## config.mk

```make
export PLATFORM = sky130hd
export DESIGN_NAME = seg7_scan_decoder
export DESIGN_NICKNAME = d
export VERILOG_FILES = /design/src/rtl/seg7_scan_decoder.sv
export SDC_FILE = /design/constraint.sdc
export NUM_CORES = 1
export LEC_CHECK = 0
export ABC_AREA = 1
export CAP_MARGIN = 20
export CORE_MARGIN = 8
export CORE_UTILIZATION = 60
export CTS_BUF_LIST = sky130_fd_sc_hd__clkbuf_8
export DETAILED_ROUTE_END_ITERATION = 10
export PLACE_DENSITY = 0.9
export SYNTH_ARGS = -nofsm -noshare
export SYNTH_HDL_FRONTEND = slang
export SYNTH_SLANG_ARGS = --single-unit
export TNS_END_PERCENT = 100
```

## constraint.sdc

```tcl
create_clock -name clk -period 2.2 [get_ports clk]
set_input_delay 0.44 -clock clk [delete_from_list [all_inputs] [get_ports clk]]
set_output_delay 0.44 -clock clk [all_outputs]
set_load 0.02 [all_outputs]
```

## src/rtl/seg7_scan_decoder.sv

```systemverilog
// rtl/seg7_scan_decoder.sv - Scanned 7-segment display capture and hex frame assembly
// Optional feature macro: SEG7_ERR_COUNT_EN (adds saturating err_count output).
module seg7_scan_decoder #(
    parameter int SETTLE_CYCLES = 16,
    parameter int CNT_W         = 8
) (
    input  logic        clk,
    input  logic        clr_n,
    input  logic [3:0]  an_in,
    input  logic [7:0]  ca_in,
    output logic [15:0] digits,
    output logic [3:0]  dp,
    output logic [3:0]  blank,
    output logic [3:0]  seg_err,
    output logic        frame_valid,
    input  logic        frame_ready,
    output logic        overrun
`ifdef SEG7_ERR_COUNT_EN
    ,
    output logic [7:0]  err_count
`endif
);

    typedef enum logic [1:0] {IDLE, SETTLE, CAPTURED} state_t;

    // {err, blank, nibble}
    function automatic logic [5:0] decode(input logic [6:0] seg);
        case (seg)
            7'h40:   decode = {2'b00, 4'h0};
            7'h79:   decode = {2'b00, 4'h1};
            7'h24:   decode = {2'b00, 4'h2};
            7'h30:   decode = {2'b00, 4'h3};
            7'h19:   decode = {2'b00, 4'h4};
            7'h12:   decode = {2'b00, 4'h5};
            7'h02:   decode = {2'b00, 4'h6};
            7'h78:   decode = {2'b00, 4'h7};
            7'h00:   decode = {2'b00, 4'h8};
            7'h10:   decode = {2'b00, 4'h9};
            7'h08:   decode = {2'b00, 4'hA};
            7'h03:   decode = {2'b00, 4'hB};
            7'h46:   decode = {2'b00, 4'hC};
            7'h21:   decode = {2'b00, 4'hD};
            7'h06:   decode = {2'b00, 4'hE};
            7'h0E:   decode = {2'b00, 4'hF};
            7'h7F:   decode = {2'b01, 4'h0};
            default: decode = {2'b10, 4'h0};
        endcase
    endfunction

    logic [3:0]       an_meta_q, an_meta_d, an_sync_q, an_sync_d, an_prev_q, an_prev_d;
    logic [7:0]       ca_meta_q, ca_meta_d, ca_sync_q, ca_sync_d, ca_prev_q, ca_prev_d;
    state_t           state_q, state_d;
    logic [CNT_W-1:0] cnt_q, cnt_d;
    logic [15:0]      sh_dig_q, sh_dig_d, digits_q, digits_d;
    logic [3:0]       sh_dp_q, sh_dp_d, sh_blank_q, sh_blank_d, sh_err_q, sh_err_d;
    logic [3:0]       seen_q, seen_d, dp_q, dp_d, blank_q, blank_d, seg_err_q, seg_err_d;
    logic             valid_q, valid_d, overrun_q, overrun_d;
    logic [3:0]       an_low;
    logic             phase_ok, an_changed, any_changed, capture, complete;
    logic [5:0]       dec;

    assign an_low      = ~an_sync_q;
    assign phase_ok    = (an_low != 4'h0) && ((an_low & (an_low - 4'h1)) == 4'h0);
    assign an_changed  = an_sync_q != an_prev_q;
    assign any_changed = an_changed || (ca_sync_q != ca_prev_q);
    assign dec         = decode(ca_sync_q[6:0]);

    always_comb begin
        an_meta_d = an_in;
        ca_meta_d = ca_in;
        an_sync_d = an_meta_q;
        ca_sync_d = ca_meta_q;
        an_prev_d = an_sync_q;
        ca_prev_d = ca_sync_q;
    end

    always_comb begin
        state_d = state_q;
        cnt_d   = cnt_q;
        capture = 1'b0;
        case (state_q)
            IDLE: begin
                if (phase_ok) begin
                    state_d = SETTLE;
                    cnt_d   = '0;
                end
            end
            SETTLE: begin
                if (any_changed) begin
                    cnt_d = '0;
                    if (!phase_ok) state_d = IDLE;
                end else if (cnt_q == CNT_W'(SETTLE_CYCLES - 1)) begin
                    capture = 1'b1;
                    cnt_d   = '0;
                    state_d = CAPTURED;
                end else begin
                    cnt_d = cnt_q + CNT_W'(1);
                end
            end
            CAPTURED: begin
                // Only an anode change ends the phase; cathode churn is ignored here.
                if (an_changed) begin
                    cnt_d   = '0;
                    state_d = phase_ok ? SETTLE : IDLE;
                end
            end
            default: state_d = IDLE;
        endcase
    end

    always_comb begin
        sh_dig_d   = sh_dig_q;
        sh_dp_d    = sh_dp_q;
        sh_blank_d = sh_blank_q;
        sh_err_d   = sh_err_q;
        seen_d     = seen_q;
        digits_d   = digits_q;
        dp_d       = dp_q;
        blank_d    = blank_q;
        seg_err_d  = seg_err_q;
        valid_d    = valid_q;
        overrun_d  = overrun_q;
        complete   = 1'b0;
        if (capture) begin
            for (int i = 0; i < 4; i++) begin
                if (!an_sync_q[i]) begin
                    sh_dig_d[i*4 +: 4] = dec[3:0];
                    sh_dp_d[i]         = ~ca_sync_q[7];
                    sh_blank_d[i]      = dec[4];
                    sh_err_d[i]        = dec[5];
                    seen_d[i]          = 1'b1;
                end
            end
            complete = (seen_d == 4'hF);
        end
        if (valid_q && frame_ready) valid_d = 1'b0;
        if (complete) begin
            seen_d = 4'h0;
            if (!valid_q || frame_ready) begin
                digits_d  = sh_dig_d;
                dp_d      = sh_dp_d;
                blank_d   = sh_blank_d;
                seg_err_d = sh_err_d;
                valid_d   = 1'b1;
            end else begin
                overrun_d = 1'b1;
            end
        end
    end

    always_ff @(posedge clk or negedge clr_n) begin
        if (!clr_n) begin
            an_meta_q  <= 4'hF;
            an_sync_q  <= 4'hF;
            an_prev_q  <= 4'hF;
            ca_meta_q  <= 8'hFF;
            ca_sync_q  <= 8'hFF;
            ca_prev_q  <= 8'hFF;
            state_q    <= IDLE;
            cnt_q      <= '0;
            sh_dig_q   <= '0;
            sh_dp_q    <= '0;
            sh_blank_q <= '0;
            sh_err_q   <= '0;
            seen_q     <= '0;
            digits_q   <= '0;
            dp_q       <= '0;
            blank_q    <= '0;
            seg_err_q  <= '0;
            valid_q    <= 1'b0;
            overrun_q  <= 1'b0;
        end else begin
            an_meta_q  <= an_meta_d;
            an_sync_q  <= an_sync_d;
            an_prev_q  <= an_prev_d;
            ca_meta_q  <= ca_meta_d;
            ca_sync_q  <= ca_sync_d;
            ca_prev_q  <= ca_prev_d;
            state_q    <= state_d;
            cnt_q      <= cnt_d;
            sh_dig_q   <= sh_dig_d;
            sh_dp_q    <= sh_dp_d;
            sh_blank_q <= sh_blank_d;
            sh_err_q   <= sh_err_d;
            seen_q     <= seen_d;
            digits_q   <= digits_d;
            dp_q       <= dp_d;
            blank_q    <= blank_d;
            seg_err_q  <= seg_err_d;
            valid_q    <= valid_d;
            overrun_q  <= overrun_d;
        end
    end

    assign digits      = digits_q;
    assign dp          = dp_q;
    assign blank       = blank_q;
    assign seg_err     = seg_err_q;
    assign frame_valid = valid_q;
    assign overrun     = overrun_q;

`ifdef SEG7_ERR_COUNT_EN
    logic [7:0] err_cnt_q, err_cnt_d;
    logic       err_inc;

    // A glitch is counted once, on the cycle the synchronized anode enters it.
    assign err_inc = (capture && dec[5]) ||
                     (an_changed && (an_sync_q != 4'hF) && !phase_ok);

    always_comb begin
        err_cnt_d = err_cnt_q;
        if (err_inc && (err_cnt_q != 8'hFF)) err_cnt_d = err_cnt_q + 8'h01;
    end

    always_ff @(posedge clk or negedge clr_n) begin
        if (!clr_n) err_cnt_q <= 8'h00;
        else        err_cnt_q <= err_cnt_d;
    end

    assign err_count = err_cnt_q;
`endif

endmodule

```

==> metrics.log <==
INFO  metric outcome = completed
INFO  metric die_h = 108 um
INFO  metric dp_slack = 0.160 ns
INFO  metric dpl.hpwl = 7920 um
INFO  metric timing_worst_slew_pin_value = 0.460 ns
INFO  metric power.leakage = 0.00313 uW
INFO  metric postCtsResizedCells = 0
INFO  metric mappedNetlistNets = 648
INFO  metric maxSlewViolCount = 0
INFO  metric floorplan.initialDensity = 0.617
INFO  metric core_region_area = 8180 um2
INFO  metric clock-root-buffer = sky130_fd_sc_hd__clkbuf_8
INFO  metric io_pins = 45
INFO  metric drc_errors = 0
INFO  metric nNetsFinal = 712
INFO  metric power = 3650 uW
INFO  metric crit_type = flop to flop
INFO  metric postSynth.topFlopCell = sky130_fd_sc_hd__dfrtp_1
INFO  metric synth.top_cells.by_area = sky130_fd_sc_hd__dfrtp_1 36%, sky130_fd_sc_hd__nand2_1 23%, sky130_fd_sc_hd__dfstp_2 19%, sky130_fd_sc_hd__nor2_1 4.2%, sky130_fd_sc_hd__inv_1 3.6%
INFO  metric timing.slew.headroom = 0.693
INFO  metric routed-via-count = 4,146
INFO  metric synth_largest_type_area_fraction = 0.357
INFO  metric clkTransAtPathRegs = 0.11 ns
INFO  metric type_of_the_tightest_min_delay_check = input port to async pin
INFO  metric wire_length_of_the_first_global_routing_pass = 18,700 um
INFO  metric avgSynthCellArea = 7.98 um2
INFO  metric rows = 33
INFO  metric io_port_bufs = 44
INFO  metric clkLatencyLatePin = 0.38 ns
INFO  metric worstPathRequired = 2.47 ns
INFO  metric synth_largest_area_cell = sky130_fd_sc_hd__dfrtp_1
INFO  metric yosysWarningCount = 0
INFO  metric wl_per_cell = 13.6 um
INFO  metric critical_path_peak_fanout = 5
INFO  metric tritoncts_num_sinks = 108
INFO  metric crit_path_start = ca_prev_d[0]
INFO  metric pre_repair_dr_iteration_count = 4
INFO  metric worst_reg_to_reg_path_cell_count = 10
INFO  metric gr-total-overflow = 0
INFO  metric synth.most_common_cell = sky130_fd_sc_hd__nand2_1
INFO  metric route.final.wire_length = 11,000 um
INFO  metric cp-end-kind = flop
INFO  metric setup_total_negative_slack = 0 ns
INFO  metric viasPerCell = 5.14
INFO  metric gr-usage-all-layers = 0.200
INFO  metric start_kind = flop
INFO  metric drt.antenna.violating_nets = 0
INFO  metric synth-edff-count = 0
INFO  metric post_synth_inst_count = 632
INFO  metric worst_ep_arrival_time = 2.29 ns
INFO  metric worstReg2RegStart = ca_prev_d[0]
INFO  metric yosys-top-cells-count = 311 x sky130_fd_sc_hd__nand2_1, 72 x sky130_fd_sc_hd__dfrtp_1, 56 x sky130_fd_sc_hd__nor2_1
INFO  metric grt_start_max_net_pins = 48
INFO  metric period_needed = 2.02 ns
INFO  metric cts.path.max_buffers = 2
INFO  metric synth-seq-cells = 108
INFO  metric period_share = 0.919
INFO  metric cp-endpoint = sh_err_q[3]
INFO  metric achievable-frequency = 494 MHz
INFO  metric layout-drive-gt1-share = 0.144
INFO  metric tritoncts = done
INFO  metric floorplan.die_area = 11,600 um2
INFO  metric tritoncts.num_buffers = 9
INFO  metric grt_pass1_vias = 4,076
INFO  metric finClkSkew = 0.0137 ns
INFO  metric cap_viol_max_count = 0
INFO  metric pwr_density_cell = 615 nW/um2
INFO  metric post_synth_num_cell_types = 31
INFO  metric drt-initial-drc-count = 240
INFO  metric globalplace.congestion = 0.851
INFO  metric grt_setup_unrepaired = no
INFO  metric finalSetupViolations = 0
INFO  metric n_antenna_cell = 0
INFO  metric grt_antenna_before_repair = 0
INFO  metric r2r-end = sh_err_q[3]
INFO  metric post_synthesis_instance_area = 5040 um2
INFO  metric hold_violations = 0
INFO  metric synth_sequential_area_ratio = 0.545
INFO  metric regToRegSetupSlack = 0.18 ns
INFO  metric die_w = 108 um
INFO  metric flow.area_growth_from_synthesis = 17.5%
INFO  metric postSynth.asyncResetShare = 1.00
INFO  metric cts_max_level = 3
INFO  metric power.ir.vdd_worst = 0.415 mV
INFO  metric layout_setup_ws = 0.177 ns
-- how the worst min path moves through the flow --
stage / endpoint / startpoint / slack (ns) / cells past startpoint
after floorplan: blank[0] / clr_n / 0.14 / 0
after global placement: ca_prev_d[6] / ca_meta_q[6] / 0.35 / 0
after detailed placement: an_prev_d[3] / an_meta_q[3] / 0.35 / 0
after CTS: seg_err[0] / clr_n / 0.01 / 1
after global routing: seg_err[0] / clr_n / 0.009 / 1
final: seen_q[3] / clr_n / 0.01 / 1
-- cell families after synthesis --
group                    count (synthesis)  synth area share
adder cells (fa/ha/maj)                  1           0.00248
AND/OR/NAND/NOR                        418             0.343
buffers and inverters                   69            0.0623
XOR/XNOR                                 8            0.0154
AO/OA/AOI/OAI                           28            0.0322
flip-flops                             108             0.545
-- registers in the layout, indices dropped and copies added, names as in the netlist, 4 cells and up --
signal,flops
digits,16
sh_dig_q,16
ca_meta_q,8
ca_prev_d,8
ca_prev_q,8
cnt_q,8
an_meta_q,4
an_prev_d,4
an_prev_q,4
blank,4
dp,4
seen_q,4
seg_err,4
sh_blank_q,4
sh_dp_q,4
sh_err_q,4
-- layout by cell type (no fill, tap or decap), types with 4 or more instances in the layout --
| master | n |
|---|---|
| sky130_fd_sc_hd__dfrtp_1 | 72 |
| sky130_fd_sc_hd__nor2_1 | 56 |
| sky130_fd_sc_hd__and2_1 | 4 |
| sky130_fd_sc_hd__nand4_1 | 6 |
| sky130_fd_sc_hd__inv_1 | 48 |
| sky130_fd_sc_hd__clkdlybuf4s50_1 | 43 |
| sky130_fd_sc_hd__a21oi_1 | 5 |
| sky130_fd_sc_hd__clkbuf_8 | 9 |
| sky130_fd_sc_hd__buf_4 | 19 |
| sky130_fd_sc_hd__dfstp_2 | 36 |
| sky130_fd_sc_hd__nand3_1 | 23 |
| sky130_fd_sc_hd__o21ai_0 | 15 |
| sky130_fd_sc_hd__xor2_1 | 4 |
| sky130_fd_sc_hd__inv_2 | 8 |
| sky130_fd_sc_hd__nand2_1 | 311 |
| sky130_fd_sc_hd__buf_12 | 4 |
| sky130_fd_sc_hd__nand2_2 | 5 |
-- critical path, cell delays in order (launching register included) --
cell and delay, ns:
sky130_fd_sc_hd__dfstp_2 0.60, sky130_fd_sc_hd__inv_2 0.06, sky130_fd_sc_hd__nand2_1 0.06, sky130_fd_sc_hd__nand2_1 0.06, sky130_fd_sc_hd__nor2_1 0.13, sky130_fd_sc_hd__nand2_1 0.13
sky130_fd_sc_hd__nor2_4 0.17, sky130_fd_sc_hd__nand3_1 0.12, sky130_fd_sc_hd__nor2_1 0.27, sky130_fd_sc_hd__nand3_1 0.14, sky130_fd_sc_hd__and2_1 0.18
-- per-stage QoR --
step	area, um2	hold WS (ns)	cells	util
after detailed placement	5680	0.347	784	0.695
after CTS	5880	0.0128	800	0.720
after global routing	5930	0.00910	806	0.725
after global placement	5680	0.346	784	0.695
final	5930	0.00993	806	0.725
after floorplan	5040	0.144	632	-
-- area by class of cell --
cell class	instances	area, um2
Clock buffer	9	124
Fill cell	627	2250
Multi-Input combinational cell	455	1980
Sequential cell	108	2750
Tap cell	105	131
Clock inverter	7	80.1
Inverter	56	210
Timing Repair Buffer	66	653
-- routing by layer --
metal	vias to the layer above	share of wire	GRT usage
met5	-	0	0
met4	0	0.012	0.0555
met3	12	0.051	0.0533
met2	119	0.50	0.341
met1	1961	0.44	0.242
li1	2054	-	-
-- power by group --
part,switching (uW),total (uW),internal (uW)
Combinational,238,353,116
Clock,745,1200,450
Sequential,41.5,2100,2060
-- what timing repair did --
action	in CTS	in global routing
hold buffers	0	0
setup buffers	0	6
endpoints found under the setup margin	0	26
No activity file was read; power rests on OpenSTA's default activity.
==> variant 1: new RTL, same settings <==
Add a define of `SEG7_ERR_COUNT_EN`.
--- a/src/rtl/seg7_scan_decoder.sv
+++ b/src/rtl/seg7_scan_decoder.sv
@@ -1,4 +1,6 @@
 // rtl/seg7_scan_decoder.sv - Scanned 7-segment display capture and hex frame assembly
 // Optional feature macro: SEG7_ERR_COUNT_EN (adds saturating err_count output).
+`define SEG7_ERR_COUNT_EN
+
 module seg7_scan_decoder #(
     parameter int SETTLE_CYCLES = 16,
Function (old outputs only; new: err_count): kept (Yosys induction, for registers that start in step).
==> variant 1 against the unedited design <==
  * The run now ends with negative hold slack, negative setup slack left
  * Final area increased by 9.2%
  * Worst setup slack worse by 270 ps
  * Power increased by 44%
  * Area after synthesis shrank 0.27%
  * Sequential cell count is 8 higher
  * Clock power increased by 85%
  * First-iteration DRC count increased by 150%
  * Die area fell by 0.23%
  * Routed wire length grew 34%
==> variant 1: results (changes against the unedited design) <==
Outcome:
- The run finished, with violations left.
- The final reports fail on negative hold slack, negative setup slack.

Timing:
- The worst hold slack across all endpoints came to -1.00 ps (-10.9 ps).
- The transition time at the pin with the least slew margin is 978 ps (+518 ps).
- The worst-case clock skew is 11.3 ps (-2.42 ps).
- The final critical-path setup slack is -95.4 ps (-273 ps).
- The number of failing setup endpoints in the final timing report is 33 (+33).
- The hold violation total from the final report is 1 (+1).

Clock tree:
- The maximum level of the CTS H-tree is 4 (+1).
- The clock latency on the worst-skew pair was 440 ps (+60 ps).
- The clock-pin transition on the worst setup and hold timing paths came to 70 ps (-40 ps).
- The TritonCTS buffer count is 17 (+8).

GRT:
- The via count of the first global-routing pass is 4,485 (+10%).
- The global-route wire length before repair is 20,800 um (+12%).

Routing:
- The total wire length after detailed routing is 14,700 um (+34%).
- The first-pass iteration count of the detailed router is 8 (+4).

Power and ir drop:
- The static leakage came to 0.00333 uW (+6.6%).
- The worst ir drop on vdd came to 0.864 mV (+110%).

Worst setup path:
- The register-to-register setup slack is -100 ps (-270 ps).
- The data arrival time at the worst-slack endpoint is 2670 ps (+380 ps).

Placed design:
- The post-placement cell count was 739 (-5.7%).
- The final RePlAce weighted congestion is 0.997 (+17%).
- The count of buffers from port buffering is 52 (+18%).

Final layout:
- The final layout net count is 692 (-2.8%).
- The share of final-layout standard cells stronger than drive strength 1 came to 23.0% (+8.6 points).
- The count of filler cells inserted in the layout is 438 (-30%).

Synth:
- The proportion of synthesized chip area in sequential cells was 58.6% (+4.1 points).
- The post-synth net total is 591 (-8.8%).
- The synthesized instance count came to 574 (-9.2%).
- Counting instances in the post-synthesis netlist gives the leading cell types as nand2_1 (270), dfrtp_1 (80), nor2_1 (48), dfstp_2 (36), inv_1 (35).
[variant 1: cell count changes in the layout (fill, tap and decap cells not counted), moves of 6 or more]
cell / before / now
nor2_4: 3 / 9
clkdlybuf4s50_1: 43 / 51
buf_4: 19 / 31
nand2_2: 5 / 23
nor2_1: 56 / 44
o21ai_0: 15 / 6
nand2_1: 311 / 248
inv_1: 48 / 32
clkbuf_8: 9 / 18
dfrtp_1: 72 / 80
[variant 1: worst reg2reg max path, delay by kind of cell (launching register included)]
kind,cells,cell delay [ps]
buffers and inverters,2,210
DFF,1,600
and+or+nand+nor,10,1410
[variant 1: logic make-up (layout without fill, tap and decap cells)]
logic type | Yosys count | count (layout) | share of synthesized area (%)
adders and majority gates | 2 | 2 | 0.497
DFF | 116 | 116 | 58.6
AOI/OAI and AO/OA | 24 | 24 | 3.11
xor gates and xnor gates | 13 | 13 | 2.26
and+or+nand+nor | 373 | 375 | 31.5
buffers and inverters | 46 | 158 | 4.03
[variant 1: what timing repair did]
item,in CTS,in global routing
buffers inserted,1,19
resized for setup,1,35
endpoints found under the setup margin,10,44
gates cloned,0,2
pin swaps,1,27
[variant 1: path summary, 6_finish.rpt]
| kind | startpoint | to | depth (start not counted) |
|---|---|---|---|
| max in group asynchronous | clr_n | an_prev_d[0] | 2 |
| hold reg to reg | ca_meta_q[3] | ca_prev_d[3] | 0 |
| hold / removal | clr_n | cnt_q[5] | 1 |
| setup / recovery | ca_prev_d[6] | blank[0] | 12 |
| min in group clk | ca_meta_q[3] | ca_prev_d[3] | 0 |
| setup reg to reg | ca_prev_d[6] | blank[0] | 12 |
[variant 1: cell type report]
cell class	instances	area, sq um	share of cell area, %
clock buffer	18	248	3.83
clock inverter	14	199	3.07
multi-input combinational	414	2010	31.0
timing repair buffer	84	783	12.1
inverter	42	158	2.44
tap	105	131	2.03
sequential	116	2950	45.5
[variant 1: layer usage]
metal	GRT usage, %	part of all wire (%)
met1	26.7	36
met2	37.1	49
met3	6.65	9.6
met4	11.6	5.1
met5	0	0
[variant 1: metrics by stage]
step / TNS (ps) / instance area, sq um / hold slack, ps / util [%] / power, uW
finish: -1030 / 6470 / -1.00 / 79.2 / 5240
global route: -5980 / 6470 / 32.9 / 79.2 / 5420
CTS: 0 / 6200 / 10.7 / 75.8 / 5190
detailed placement: 0 / 5740 / 348 / 70.2 / 3010
global placement: 0 / 5740 / 345 / 70.2 / 2970
floorplan: 0 / 5030 / 144 / - / 2720
[variant 1: power breakdown]
part | internal (uW) | switching, uW
clock | 1280 | 939
combinational | 256 | 419
sequential | 2250 | 99.9
==> variant 2: new RTL, same settings <==
Made on the original files. Take the reset off `dp_q` and load it in a clocked block of its own.
--- a/src/rtl/seg7_scan_decoder.sv
+++ b/src/rtl/seg7_scan_decoder.sv
@@ -165,5 +165,4 @@
             seen_q     <= '0;
             digits_q   <= '0;
-            dp_q       <= '0;
             blank_q    <= '0;
             seg_err_q  <= '0;
@@ -185,5 +184,4 @@
             seen_q     <= seen_d;
             digits_q   <= digits_d;
-            dp_q       <= dp_d;
             blank_q    <= blank_d;
             seg_err_q  <= seg_err_d;
@@ -191,4 +189,8 @@
             overrun_q  <= overrun_d;
         end
+    end
+
+    always_ff @(posedge clk) begin
+        dp_q <= dp_d;
     end
 
Check against the original RTL: no difference found for any inputs over 10 cycles, from zero or initial values; that may be too few to reach the edited logic, so the function may still have changed.
==> variant 2 against the unedited design <==
  * Worst setup slack worse by 120 ps
  * Area after synthesis is 0.42% higher
  * Sequential cell count stayed put
  * Worst hold slack better by 26 ps
  * Routed wire length is 3.5% higher
  * Sequential share of layout area is 0.26 points higher
  * Final area is 0.17% higher
  * Clock skew is 1.8 ps higher
  * Critical path type unchanged
  * Clock power is 8% lower
  * Power is 2.0% lower
  * Cell count is 3.0% lower
  * Global-route usage hardly changed
  * Count of clock-buffer cells in the layout stayed put
==> variant 2: results (changes against the unedited design) <==
Outcome:
- The flow ran to the end, and the final reports show no timing, DRC or antenna violations.

Clock tree:
- In this run the clock root is driven by a clkbuf_8.
- At the later pin of the worst-skew pair, clock insertion delay measures 370 ps.
- The TritonCTS buffer count was 9 (unchanged).
- The maximum level of the CTS H-tree is 3 (unchanged).
- The number of buffers on the longest clock path is 2 (unchanged).
- The number of sinks handled by clock tree synthesis is 108 (unchanged).
- The clock-pin transition on the worst setup and hold timing paths was 110 ps (about the same).

Power and ir drop:
- The worst ir drop on vdd is 0.438 mV (+5.5%).
- The switching power of the nets was 981 uW (-4.3%).
- The static leakage is 0.00307 uW (-1.8%).

Final layout:
- The number of diodes added for antenna fixing came to 0 (unchanged).
- The count of filler cells inserted in the layout is 573 (-8.6%).
- The share of final-layout standard cells stronger than drive strength 1 came to 16.7% (+2.3 points).
- The final layout net count is 688 (-3.4%).

Min path:
- In this run the worst hold path is classified as input pin to asynchronous set/reset pin.

Synth:
- The number of flops mapped to enable cells by yosys came to 4 (+4).
- The number of unique standard cell types used by synthesis is 34 (+9.7%).
- The count of yosys warnings during synthesis is 0 (unchanged).
- The post-synth net total was 626 (-3.4%).
- The proportion of synthesized chip area in sequential cells was 54.6% (+0.17 points).
- Yosys attributes the largest share of cell area to dfrtp_1 (34%), nand2_1 (20%), dfstp_2 (19%).
- The async set-or-reset flop fraction in the synthesized netlist is 96.3% (-3.7 points).
- After synthesis, the most frequently instantiated cells are nand2_1 (274), dfrtp_1 (68), nor2_1 (56), inv_1 (50), dfstp_2 (36).
- The most used flip-flop cell after synthesis is dfrtp_1.

Worst setup path:
- The endpoint identified for the worst register-to-register timing path is dp[3].
- The worst register-to-register path begins at an_prev_d[0].
- The launching element type of the critical path is a register.
- The highest fanout seen on the critical path came to 6 (+1).
- The register-to-register setup slack is 60 ps (-120 ps).
- The data arrival time at the worst-slack endpoint is 2260 ps (-30 ps).
- The logic depth of the worst register-to-register path is 10 (unchanged).

Routing:
- The total wire length after detailed routing is 11,400 um (+3.5%).
- The first-pass iteration count of the detailed router came to 5 (+1).
- The count of routing violations after the opening detailed-route iteration is 317 (+32%).
- The detailed-route vias per instance came to 5.35 (+4.1%).

Timing:
- The worst-case clock skew is 15.5 ps (+1.80 ps).
- The worst slew margin relative to its limit was 67.2% (-2.1 points).
- The worst hold slack across all endpoints came to 36.2 ps (+26.3 ps).

GRT:
- The overall routing resource usage came to 19.9% (-0.036 points).
- The initial antenna violation count is 0 (unchanged).
- The via count of the first global-routing pass was 4,039 (-0.91%).
- The global-route wire length before repair is 18,600 um (-0.48%).
- The pin count of the biggest net entering global routing is 39 (-19%).

Placed design:
- The count of buffers from port buffering was 44 (unchanged).
- The detailed placer's ending HPWL was 7760 um (-2.1%).
- The final RePlAce weighted congestion is 0.914 (+7.4%).
- The post-placement worst setup slack is -12.8 ps (-173 ps).
[variant 2: cell count changes in the layout (fill, tap and decap cells not counted), moves of 3 or more]
cell      change
nand2_2      +11
dfrtp_1       -4
buf_4         -5
nand2_1      -37
edfxtp_1      +4
o21ai_0       -4
nand3_1       -3
o21ai_1       +4
inv_1         +4
nand2_4       +3
nor2_4        +4
[variant 2: per-layer routing]
metal	GRT usage (%)	share of wire [%]
met1	24.5	42
met2	33.8	50
met3	3.77	5.8
met4	7.93	2.4
met5	0	0
[variant 2: metrics by stage]
stage | cell area [sq um] | instances
floorplan | 5070 | 610
global placement | 5640 | 758
detailed placement | 5640 | 758
CTS | 5830 | 774
global route | 5940 | 782
finish | 5940 | 782
[variant 2: power by group through the flow]
stage / sequential [uW] / combinational, uW / clock, uW
floorplan: 2130 / 226 / 0
global placement: 2140 / 329 / 0
detailed placement: 2150 / 343 / 0
CTS: 2110 / 352 / 1110
global route: 2110 / 409 / 1200
finish: 2110 / 364 / 1100
[variant 2: worst max-delay path by stage]
stage / to / slack (ps) / depth (start not counted)
5_1_grt: digits[6] / -50 / 12
6_report: dp[3] / 60 / 10
3_3_place_gp: seg_err[3] / 40 / 11
3_5_place_dp: seg_err[0] / -10 / 11
2_1_floorplan: dp[0] / 250 / 10
4_1_cts: digits[6] / 20 / 11
[variant 2: cell families (layout without fill, tap and decap cells)]
kind of cell | count (synthesis) | after routing | share of synthesized area [%]
fa+ha+maj | 1 | 1 | 0.247
buf+inv | 70 | 137 | 6.64
flops | 108 | 108 | 54.6
compound gates | 28 | 28 | 3.21
simple gates | 395 | 395 | 33.9
xor+xnor | 8 | 8 | 1.38
[variant 2: cell type report]
type                       instances  area share, %
clock inverter                     7          0.948
timing repair buffer              63           11.1
inverter                          58           3.79
multi-input combinational        432           33.2
clock buffer                       9           2.09
sequential                       108           46.6
tap                              105           2.21
[variant 2: critical path: stages (launching register included)]
cell	delay (ps)
dfstp_2	610
buf_4	140
nand2_1	50
nand2_1	80
nand2_1	70
nor2_2	150
nand2_1	120
nor2_4	150
nand4_1	230
nand2_1	150
o21ai_1	120
[variant 2: what timing repair did]
item,in CTS,in global routing
resized for setup,3,6
endpoints found under the hold margin,0,0
gates cloned,0,1
setup buffers,0,7
pin swaps,0,2
setup endpoints to repair,15,37
hold buffers,0,0
